==> config.mk <==
export PLATFORM = sky130hd
export DESIGN_NAME = rv_muldiv_unit_flat
export DESIGN_NICKNAME = d
export VERILOG_FILES = /design/src/rtl/muldiv_pkg.sv /design/src/rtl/rv_muldiv_unit_if.sv /design/src/rtl/rv_div_step.sv /design/src/rtl/rv_muldiv_unit.sv /design/src/flat_wrapper.sv
export SDC_FILE = /design/constraint.sdc
export NUM_CORES = 1
export LEC_CHECK = 0
export BUFFER_PORTS_ARGS = -buffer_cell sky130_fd_sc_hd__buf_2
export CAP_MARGIN = 30
export CORE_UTILIZATION = 25
export CTS_CLUSTER_DIAMETER = 150
export DETAILED_ROUTE_END_ITERATION = 10
export GPL_TIMING_DRIVEN = 0
export PLACE_DENSITY = 0.45
export REMOVE_ABC_BUFFERS = 1
export SLEW_MARGIN = 20
export SYNTH_ARGS = -nofsm -noshare
export SYNTH_HDL_FRONTEND = slang
export SYNTH_SLANG_ARGS = --single-unit
==> constraint.sdc <==
create_clock -name clk -period 5.7 [get_ports clk]
set_clock_uncertainty 0.1 [all_clocks]
set_input_delay 0.285 -clock clk [delete_from_list [all_inputs] [get_ports clk]]
set_output_delay 0.285 -clock clk [all_outputs]
set_load 0.005 [all_outputs]
==> src/rtl/muldiv_pkg.sv <==
// Shared definitions for the RV32M/RV64M multiply/divide unit: funct3 encodings,
// FSM states and the operand-signedness decode.
package muldiv_pkg;

   localparam logic [2:0] F3_MUL    = 3'b000;
   localparam logic [2:0] F3_MULH   = 3'b001;
   localparam logic [2:0] F3_MULHSU = 3'b010;
   localparam logic [2:0] F3_MULHU  = 3'b011;
   localparam logic [2:0] F3_DIV    = 3'b100;
   localparam logic [2:0] F3_DIVU   = 3'b101;
   localparam logic [2:0] F3_REM    = 3'b110;
   localparam logic [2:0] F3_REMU   = 3'b111;

   typedef enum logic [1:0] {
      IDLE = 2'd0,
      RUN  = 2'd1,
      FIN  = 2'd2
   } state_t;

   // second=0 asks about rs1, second=1 about rs2 (MULHSU is signed on rs1 only)
   function automatic logic is_signed_op(input logic [2:0] f3, input logic second);
      logic s;
      case (f3)
         F3_MULH, F3_DIV, F3_REM: s = 1'b1;
         F3_MULHSU:               s = ~second;
         default:                 s = 1'b0;
      endcase
      return s;
   endfunction

endpackage

==> src/rtl/rv_muldiv_unit_if.sv <==
// Issue/completion bundle between the EXEC stage (master) and the mul/div unit (slave).
interface rv_muldiv_unit_if #(parameter int XLEN = 32);

   logic            start;
   logic [2:0]      funct3;
   logic [XLEN-1:0] src1;
   logic [XLEN-1:0] src2;
   logic [4:0]      rd_in;
   logic            flush;
   logic            busy;
   logic            done;
   logic [XLEN-1:0] result;
   logic [4:0]      rd_out;

   modport master (
      output start, funct3, src1, src2, rd_in, flush,
      input  busy, done, result, rd_out
   );

   modport slave (
      input  start, funct3, src1, src2, rd_in, flush,
      output busy, done, result, rd_out
   );

endinterface

==> src/rtl/rv_div_step.sv <==
// One restoring-division step on unsigned magnitudes: shift the next dividend bit
// into the partial remainder, trial-subtract the divisor, keep or restore.
module rv_div_step #(
   parameter int XLEN = 32
) (
   input  logic [XLEN-1:0] i_rem,
   input  logic [XLEN-1:0] i_quo,
   input  logic [XLEN-1:0] i_div,
   output logic [XLEN-1:0] o_rem,
   output logic [XLEN-1:0] o_quo
);

   logic [XLEN:0] w_shift;
   logic [XLEN:0] w_diff;

   assign w_shift = {i_rem, i_quo[XLEN-1]};
   assign w_diff  = w_shift - {1'b0, i_div};

   // A clear borrow bit means the divisor fits: keep the difference, emit a 1
   always_comb begin
      if (w_diff[XLEN] == 1'b0) begin
         o_rem = w_diff[XLEN-1:0];
         o_quo = {i_quo[XLEN-2:0], 1'b1};
      end else begin
         o_rem = w_shift[XLEN-1:0];
         o_quo = {i_quo[XLEN-2:0], 1'b0};
      end
   end

endmodule

==> src/rtl/rv_muldiv_unit.sv <==
// Iterative RV M-extension unit: shift-add multiply and restoring divide on operand
// magnitudes, UNROLL bits per cycle, with sign fix-up folded into the last iteration.
module rv_muldiv_unit
   import muldiv_pkg::*;
#(
   parameter int XLEN   = 32,
   parameter int UNROLL = 1
) (
   input  logic            clk,
   input  logic            reset,
   rv_muldiv_unit_if.slave bus
);

   localparam int K  = XLEN / UNROLL;
   localparam int CW = $clog2(K + 1);
   localparam logic [CW-1:0]   LAST    = CW'(K - 1);
   localparam logic [XLEN-1:0] MIN_NEG = {1'b1, {(XLEN-1){1'b0}}};
   localparam logic [XLEN-1:0] ONES    = {XLEN{1'b1}};
   localparam logic [XLEN-1:0] ZERO    = {XLEN{1'b0}};

   state_t            r_state;
   logic [2:0]        r_f3;
   logic [4:0]        r_rd;
   logic [XLEN-1:0]   r_b;
   logic              r_neg_q;
   logic              r_neg_r;
   logic [CW-1:0]     r_cnt;
   logic [2*XLEN-1:0] r_prod;
   logic [XLEN-1:0]   r_quo;
   logic [XLEN-1:0]   r_rem;
   logic              r_busy;
   logic              r_done;
   logic [XLEN-1:0]   r_result;
   logic [4:0]        r_rd_out;

   logic              w_accept;
   logic              w_neg1;
   logic              w_neg2;
   logic [XLEN-1:0]   w_abs1;
   logic [XLEN-1:0]   w_abs2;
   logic              w_div0;
   logic              w_ovf;
   logic [XLEN-1:0]   w_fast_res;
   logic [XLEN:0]     w_sum;
   logic [2*XLEN-1:0] w_prod_nx;
   logic [2*XLEN-1:0] w_prod_fix;
   logic [XLEN-1:0]   w_quo_nx;
   logic [XLEN-1:0]   w_rem_nx;
   logic [XLEN-1:0]   w_quo_fix;
   logic [XLEN-1:0]   w_rem_fix;
   logic [XLEN-1:0]   w_final;
   logic [XLEN-1:0]   w_rem_ch [UNROLL+1];
   logic [XLEN-1:0]   w_quo_ch [UNROLL+1];

   assign w_accept = bus.start & ~r_busy & ~bus.flush;
   assign w_neg1   = is_signed_op(bus.funct3, 1'b0) & bus.src1[XLEN-1];
   assign w_neg2   = is_signed_op(bus.funct3, 1'b1) & bus.src2[XLEN-1];
   assign w_abs1   = w_neg1 ? -bus.src1 : bus.src1;
   assign w_abs2   = w_neg2 ? -bus.src2 : bus.src2;
   assign w_div0   = bus.funct3[2] & (bus.src2 == ZERO);
   assign w_ovf    = bus.funct3[2] & ~bus.funct3[0] & (bus.src1 == MIN_NEG) & (bus.src2 == ONES);

   // Divide-by-zero and signed overflow resolve at accept without iterating
   always_comb begin
      w_fast_res = ZERO;
      if (w_div0) begin
         w_fast_res = bus.funct3[1] ? bus.src1 : ONES;
      end else if (w_ovf) begin
         w_fast_res = bus.funct3[1] ? ZERO : bus.src1;
      end else begin
         w_fast_res = ZERO;
      end
   end

   // Multiply: {hi,lo} holds accumulator and remaining multiplier bits
   always_comb begin
      w_sum     = {(XLEN+1){1'b0}};
      w_prod_nx = r_prod;
      for (int i = 0; i < UNROLL; i++) begin
         w_sum     = {1'b0, w_prod_nx[2*XLEN-1:XLEN]}
                   + (w_prod_nx[0] ? {1'b0, r_b} : {(XLEN+1){1'b0}});
         w_prod_nx = {w_sum, w_prod_nx[XLEN-1:1]};
      end
   end

   assign w_rem_ch[0] = r_rem;
   assign w_quo_ch[0] = r_quo;

   for (genvar g = 0; g < UNROLL; g++) begin : g_div
      rv_div_step #(.XLEN(XLEN)) u_step (
         .i_rem (w_rem_ch[g]),
         .i_quo (w_quo_ch[g]),
         .i_div (r_b),
         .o_rem (w_rem_ch[g+1]),
         .o_quo (w_quo_ch[g+1])
      );
   end

   assign w_quo_nx   = w_quo_ch[UNROLL];
   assign w_rem_nx   = w_rem_ch[UNROLL];
   assign w_prod_fix = r_neg_q ? -w_prod_nx : w_prod_nx;
   assign w_quo_fix  = r_neg_q ? -w_quo_nx  : w_quo_nx;
   assign w_rem_fix  = r_neg_r ? -w_rem_nx  : w_rem_nx;

   // Pick the architectural result for the latched op
   always_comb begin
      case (r_f3)
         F3_MUL:                       w_final = w_prod_fix[XLEN-1:0];
         F3_MULH, F3_MULHSU, F3_MULHU: w_final = w_prod_fix[2*XLEN-1:XLEN];
         F3_DIV, F3_DIVU:              w_final = w_quo_fix;
         default:                      w_final = w_rem_fix;
      endcase
   end

   // FSM, datapath registers and registered outputs
   always_ff @(posedge clk) begin
      if (reset) begin
         r_state  <= IDLE;
         r_f3     <= 3'b000;
         r_rd     <= 5'd0;
         r_b      <= ZERO;
         r_neg_q  <= 1'b0;
         r_neg_r  <= 1'b0;
         r_cnt    <= {CW{1'b0}};
         r_prod   <= {(2*XLEN){1'b0}};
         r_quo    <= ZERO;
         r_rem    <= ZERO;
         r_busy   <= 1'b0;
         r_done   <= 1'b0;
         r_result <= ZERO;
         r_rd_out <= 5'd0;
      end else begin
         r_done <= 1'b0;
         case (r_state)
            RUN: begin
               if (bus.flush) begin
                  r_state <= IDLE;
                  r_busy  <= 1'b0;
               end else begin
                  r_prod <= w_prod_nx;
                  r_quo  <= w_quo_nx;
                  r_rem  <= w_rem_nx;
                  r_cnt  <= r_cnt + CW'(1);
                  if (r_cnt == LAST) begin
                     r_state  <= FIN;
                     r_busy   <= 1'b0;
                     r_done   <= 1'b1;
                     r_result <= w_final;
                     r_rd_out <= r_rd;
                  end
               end
            end
            IDLE, FIN: begin
               if (w_accept) begin
                  r_f3    <= bus.funct3;
                  r_rd    <= bus.rd_in;
                  r_b     <= w_abs2;
                  r_neg_q <= w_neg1 ^ w_neg2;
                  r_neg_r <= w_neg1;
                  r_cnt   <= {CW{1'b0}};
                  r_prod  <= {ZERO, w_abs1};
                  r_quo   <= w_abs1;
                  r_rem   <= ZERO;
                  if (w_div0 | w_ovf) begin
                     r_state  <= FIN;
                     r_done   <= 1'b1;
                     r_result <= w_fast_res;
                     r_rd_out <= bus.rd_in;
                  end else begin
                     r_state <= RUN;
                     r_busy  <= 1'b1;
                  end
               end else begin
                  r_state <= IDLE;
               end
            end
            default: begin
               r_state <= IDLE;
               r_busy  <= 1'b0;
            end
         endcase
      end
   end

   assign bus.busy   = r_busy;
   assign bus.done   = r_done;
   assign bus.result = r_result;
   assign bus.rd_out = r_rd_out;

endmodule
==> src/flat_wrapper.sv <==
// flat-port wrapper written by rule: the top's interface ports become plain ports
module rv_muldiv_unit_flat import muldiv_pkg::*;
#(
   parameter int XLEN   = 32,
   parameter int UNROLL = 1
)
  (clk, reset, bus_start, bus_funct3, bus_src1, bus_src2, bus_rd_in, bus_flush, bus_busy, bus_done, bus_result, bus_rd_out);
  rv_muldiv_unit_if #(.XLEN(XLEN)) bus_i ();
  input  logic clk;
  input  logic reset;
  input wire logic [$bits(bus_i.start)-1:0] bus_start;
  input wire logic [$bits(bus_i.funct3)-1:0] bus_funct3;
  input wire logic [$bits(bus_i.src1)-1:0] bus_src1;
  input wire logic [$bits(bus_i.src2)-1:0] bus_src2;
  input wire logic [$bits(bus_i.rd_in)-1:0] bus_rd_in;
  input wire logic [$bits(bus_i.flush)-1:0] bus_flush;
  output wire logic [$bits(bus_i.busy)-1:0] bus_busy;
  output wire logic [$bits(bus_i.done)-1:0] bus_done;
  output wire logic [$bits(bus_i.result)-1:0] bus_result;
  output wire logic [$bits(bus_i.rd_out)-1:0] bus_rd_out;
  assign bus_i.start = bus_start;
  assign bus_i.funct3 = bus_funct3;
  assign bus_i.src1 = bus_src1;
  assign bus_i.src2 = bus_src2;
  assign bus_i.rd_in = bus_rd_in;
  assign bus_i.flush = bus_flush;
  assign bus_busy = bus_i.busy;
  assign bus_done = bus_i.done;
  assign bus_result = bus_i.result;
  assign bus_rd_out = bus_i.rd_out;
  rv_muldiv_unit #(.XLEN(XLEN), .UNROLL(UNROLL)) u_core (.clk(clk), .reset(reset), .bus(bus_i));
endmodule
==> run metrics <==
pin count of the biggest net entering global routing between 100 and 150; status complete, no violations; crit path to u_core.bus.result[30]$_SDFFE_PP0P_; P&R area growth vs syn 20.6%; Cell Pwr Density between 200 and 250 mW/mm^2; CTS buffer count 28; first-pass GRT wire length around 110 mm; commonest non-fill, non-tap cells in the layout nor2_1 (266), dfxtp_1 (213), a21oi_1 (205); htree depth 1; Max clock buf depth 3; Initial Util between 20% and 30%; r2r worst-path depth 23; Data required, critical path 6.08 ns; Post-Syn Area 0.0177 sq mm; commonest non-fill, non-tap cell in the layout nor2_1; Tcrit/Tclk final 96.9%; Detailed Route WL 71.0 mm; nets 2636; multi-input logic area 0.0128 sq mm; Critical Path Fanout Max 23; Synth cell types between 80 and 90; initial antenna violation count 1; Via Count approximately 19000; fill cell count 7620; Total Negative Setup Slacks 0 ns; worst slew pin tran 1.11 ns; wire per inst 20.6 um; layout cells sized above 1 a little under an eighth; DRC 0; Die X 268 um; setup ws final approximately 0.18 ns; DRT iter0 DRCs around 1600; CP arrival a little under 6 ns; TritonCTS clock tree yes; Clock Latency Late Sink about 0.57 ns; final hold vios 0; fin crit period approximately 5.5 ns; sequential element share of the synthesized area between 20% and 30%; FF-to-FF setup slack 0.18 ns; FF+latch count, synth approximately 220; leakage power 7.98 nW; vias per cell approximately 5.4; reg-to-reg endpoint u_core.bus.result[30]$_SDFFE_PP0P_; Setup crit start u_core.r_quo[31]$_SDFFE_PP0P_; FP Rows 97; clock root cell clkbuf_16; CTS clk-pin slew, worst paths roughly 0.060 ns; placed cell count 3324; nature of the critical path endpoint flip-flop; die area about 0.072 sq mm; number of buffers added on ports roughly 110; ant diodes 0; Max IR drop VDD 0.000216 V; vias in the first global route ~17000; routability congestion estimate about 0.86; overall power 4.78 mW; Worst Hold Class primary input to flip-flop; CTS Sinks around 220; fin. max-slew vios 0; Placed Area slightly below 0.02 sq mm; drt first pass iters 5; grt total ovfl 0; WS Path Type flip-flop to flip-flop; Startpoint Class flip-flop; Synth Flop Type dfxtp_1; DIE HEIGHT between 200 and 300 um; Avg Inst Size Synth between 7 and 8 sq um; final instance area 0.0213 sq mm; f_max about 180 MHz; area of the core about 0.07 sq mm; Post-synth ARST share 0%; Layout Cells excl Fill roughly 3400; Cells after Synth ~2400; Post-Place Setup Slack -1.79 ns; # setup viols final 0; Yosys warnings 0; maxcap violations 0; sequential cell area 0.00436 sq mm; number of synthesized flops with an enable pin 0; All-Layer GR Usage slightly below 20%; reg2reg start u_core.r_quo[31]$_SDFFE_PP0P_; DRT antenna net count 0; RSZ-0062 raised after global routing yes; Top Ports ~120; hpwl dp between 50 and 60 mm; Rel. slew slack 25.1%
[registers in the layout, indices dropped and copies added (netlist names)]
register / count
u_core.bus.busy: 1
u_core.bus.done: 1
u_core.bus.rd_out: 5
u_core.bus.result: 32
u_core.r_b: 32
u_core.r_cnt: 6
u_core.r_f3: 3
u_core.r_neg_q: 1
u_core.r_neg_r: 1
u_core.r_prod: 64
u_core.r_quo: 32
u_core.r_rd: 5
u_core.r_rem: 32
u_core.r_state: 2
[critical path: stages, from the launching register on]
cell,delay [ns]
dfxtp_4,0.39
inv_1,0.07
ha_1,0.16
inv_1,0.06
fa_2,0.36
a211o_1,0.29
a221o_1,0.35
o211ai_1,0.17
buf_4,0.17
nand2_1,0.15
a221o_4,0.51
nor2_4,0.13
buf_12,0.15
inv_16,0.06
o21ai_0,0.42
inv_1,0.16
ha_4,0.22
o221ai_2,0.13
and4bb_4,0.29
buf_4,0.14
a41oi_1,0.25
xor2_1,0.31
a221oi_1,0.14
nor4_1,0.22
[stage by stage]
stage,utilization (%),hold WS (ns)
finish,30.4,0.0196
global route,30.4,0.0244
CTS,30.2,0.00274
detailed placement,27.7,0.345
global placement,26.9,0.341
floorplan,-,0.254
[cell usage after synthesis, types with 25 or more instances]
library cell	instances	share of area (%)
nor2_1	270	5.7
dfxtp_1	217	25
a21oi_1	208	5.9
nand2_1	202	4.3
o21ai_0	170	4.8
clkbuf_1	132	2.8
a22oi_1	115	4.9
xnor2_1	114	5.6
xor2_1	99	4.9
ha_1	71	5.0
inv_1	63	1.3
nor3_1	51	1.4
and2_1	50	1.8
a211oi_1	47	2.0
o31ai_1	43	1.8
or3_1	32	1.1
mux2i_1	30	1.7
nand4_1	30	1.1
nand3_1	29	0.82
nor4_1	29	1.0
a21o_1	25	1.1
[worst min path at each step]
stage                                        to                         from  cells after the start  slack [ns]
floorplan            u_core.r_b[0]$_SDFFE_PP0P_                        reset                      1        0.25
global placement    u_core.r_rd[4]$_SDFFE_PP0P_  u_core.r_rd[4]$_SDFFE_PP0P_                      2        0.34
detailed placement  u_core.r_rd[2]$_SDFFE_PP0P_  u_core.r_rd[2]$_SDFFE_PP0P_                      2        0.35
CTS                 u_core.r_b[18]$_SDFFE_PP0P_                 bus_src2[18]                      3       0.003
global route        u_core.r_b[18]$_SDFFE_PP0P_                 bus_src2[18]                      3        0.02
finish              u_core.r_b[18]$_SDFFE_PP0P_                 bus_src2[18]                      3        0.02
[cell families (layout without fill, tap and decap cells)]
| kind of cell | count (synthesis) | in the layout | share of synthesized area, % |
|---|---|---|---|
| XOR/XNOR | 213 | 213 | 10.6 |
| AO/OA/AOI/OAI | 820 | 820 | 30.5 |
| multiplexers | 34 | 34 | 1.95 |
| flip-flops | 217 | 217 | 24.6 |
| adder cells (fa/ha/maj) | 73 | 73 | 5.25 |
| AND/OR/NAND/NOR | 817 | 817 | 22.4 |
| buffers and inverters | 218 | 334 | 4.67 |
[area by class of cell]
cell class	instances	share of cell area, %
clock buffers	40	3.97
clock inverters	11	0.640
inverters	64	1.20
multi-input cells	1957	59.9
flip-flops and latches	217	20.5
well taps	940	5.52
repair buffers	218	8.23
repair inverters	1	0.0411
[where the power goes]
part	leakage (nW)	switching, mW	internal (mW)
registers	1.76	0.0981	1.57
clock network	0.489	0.765	1.16
logic	5.73	0.730	0.454
[routing by layer]
metal | vias to the layer above | wire length, um | GRT usage [%]
met5 | - | 0 | 0
met4 | 0 | 1610 | 4.29
met3 | 73 | 2920 | 1.80
met2 | 471 | 31500 | 30.4
met1 | 9030 | 35000 | 27.9
li1 | 9048 | - | -
[timing repair]
item / CTS / global route
pin swaps: 8 / 9
gates resized for setup: 23 / 24
gates cloned: 1 / 0
buffers inserted: 13 / 4
endpoints found under the hold margin: 78 / 0
setup endpoints to repair: 34 / 14
hold buffers: 52 / 0
(Power assumes the default switching activity.)
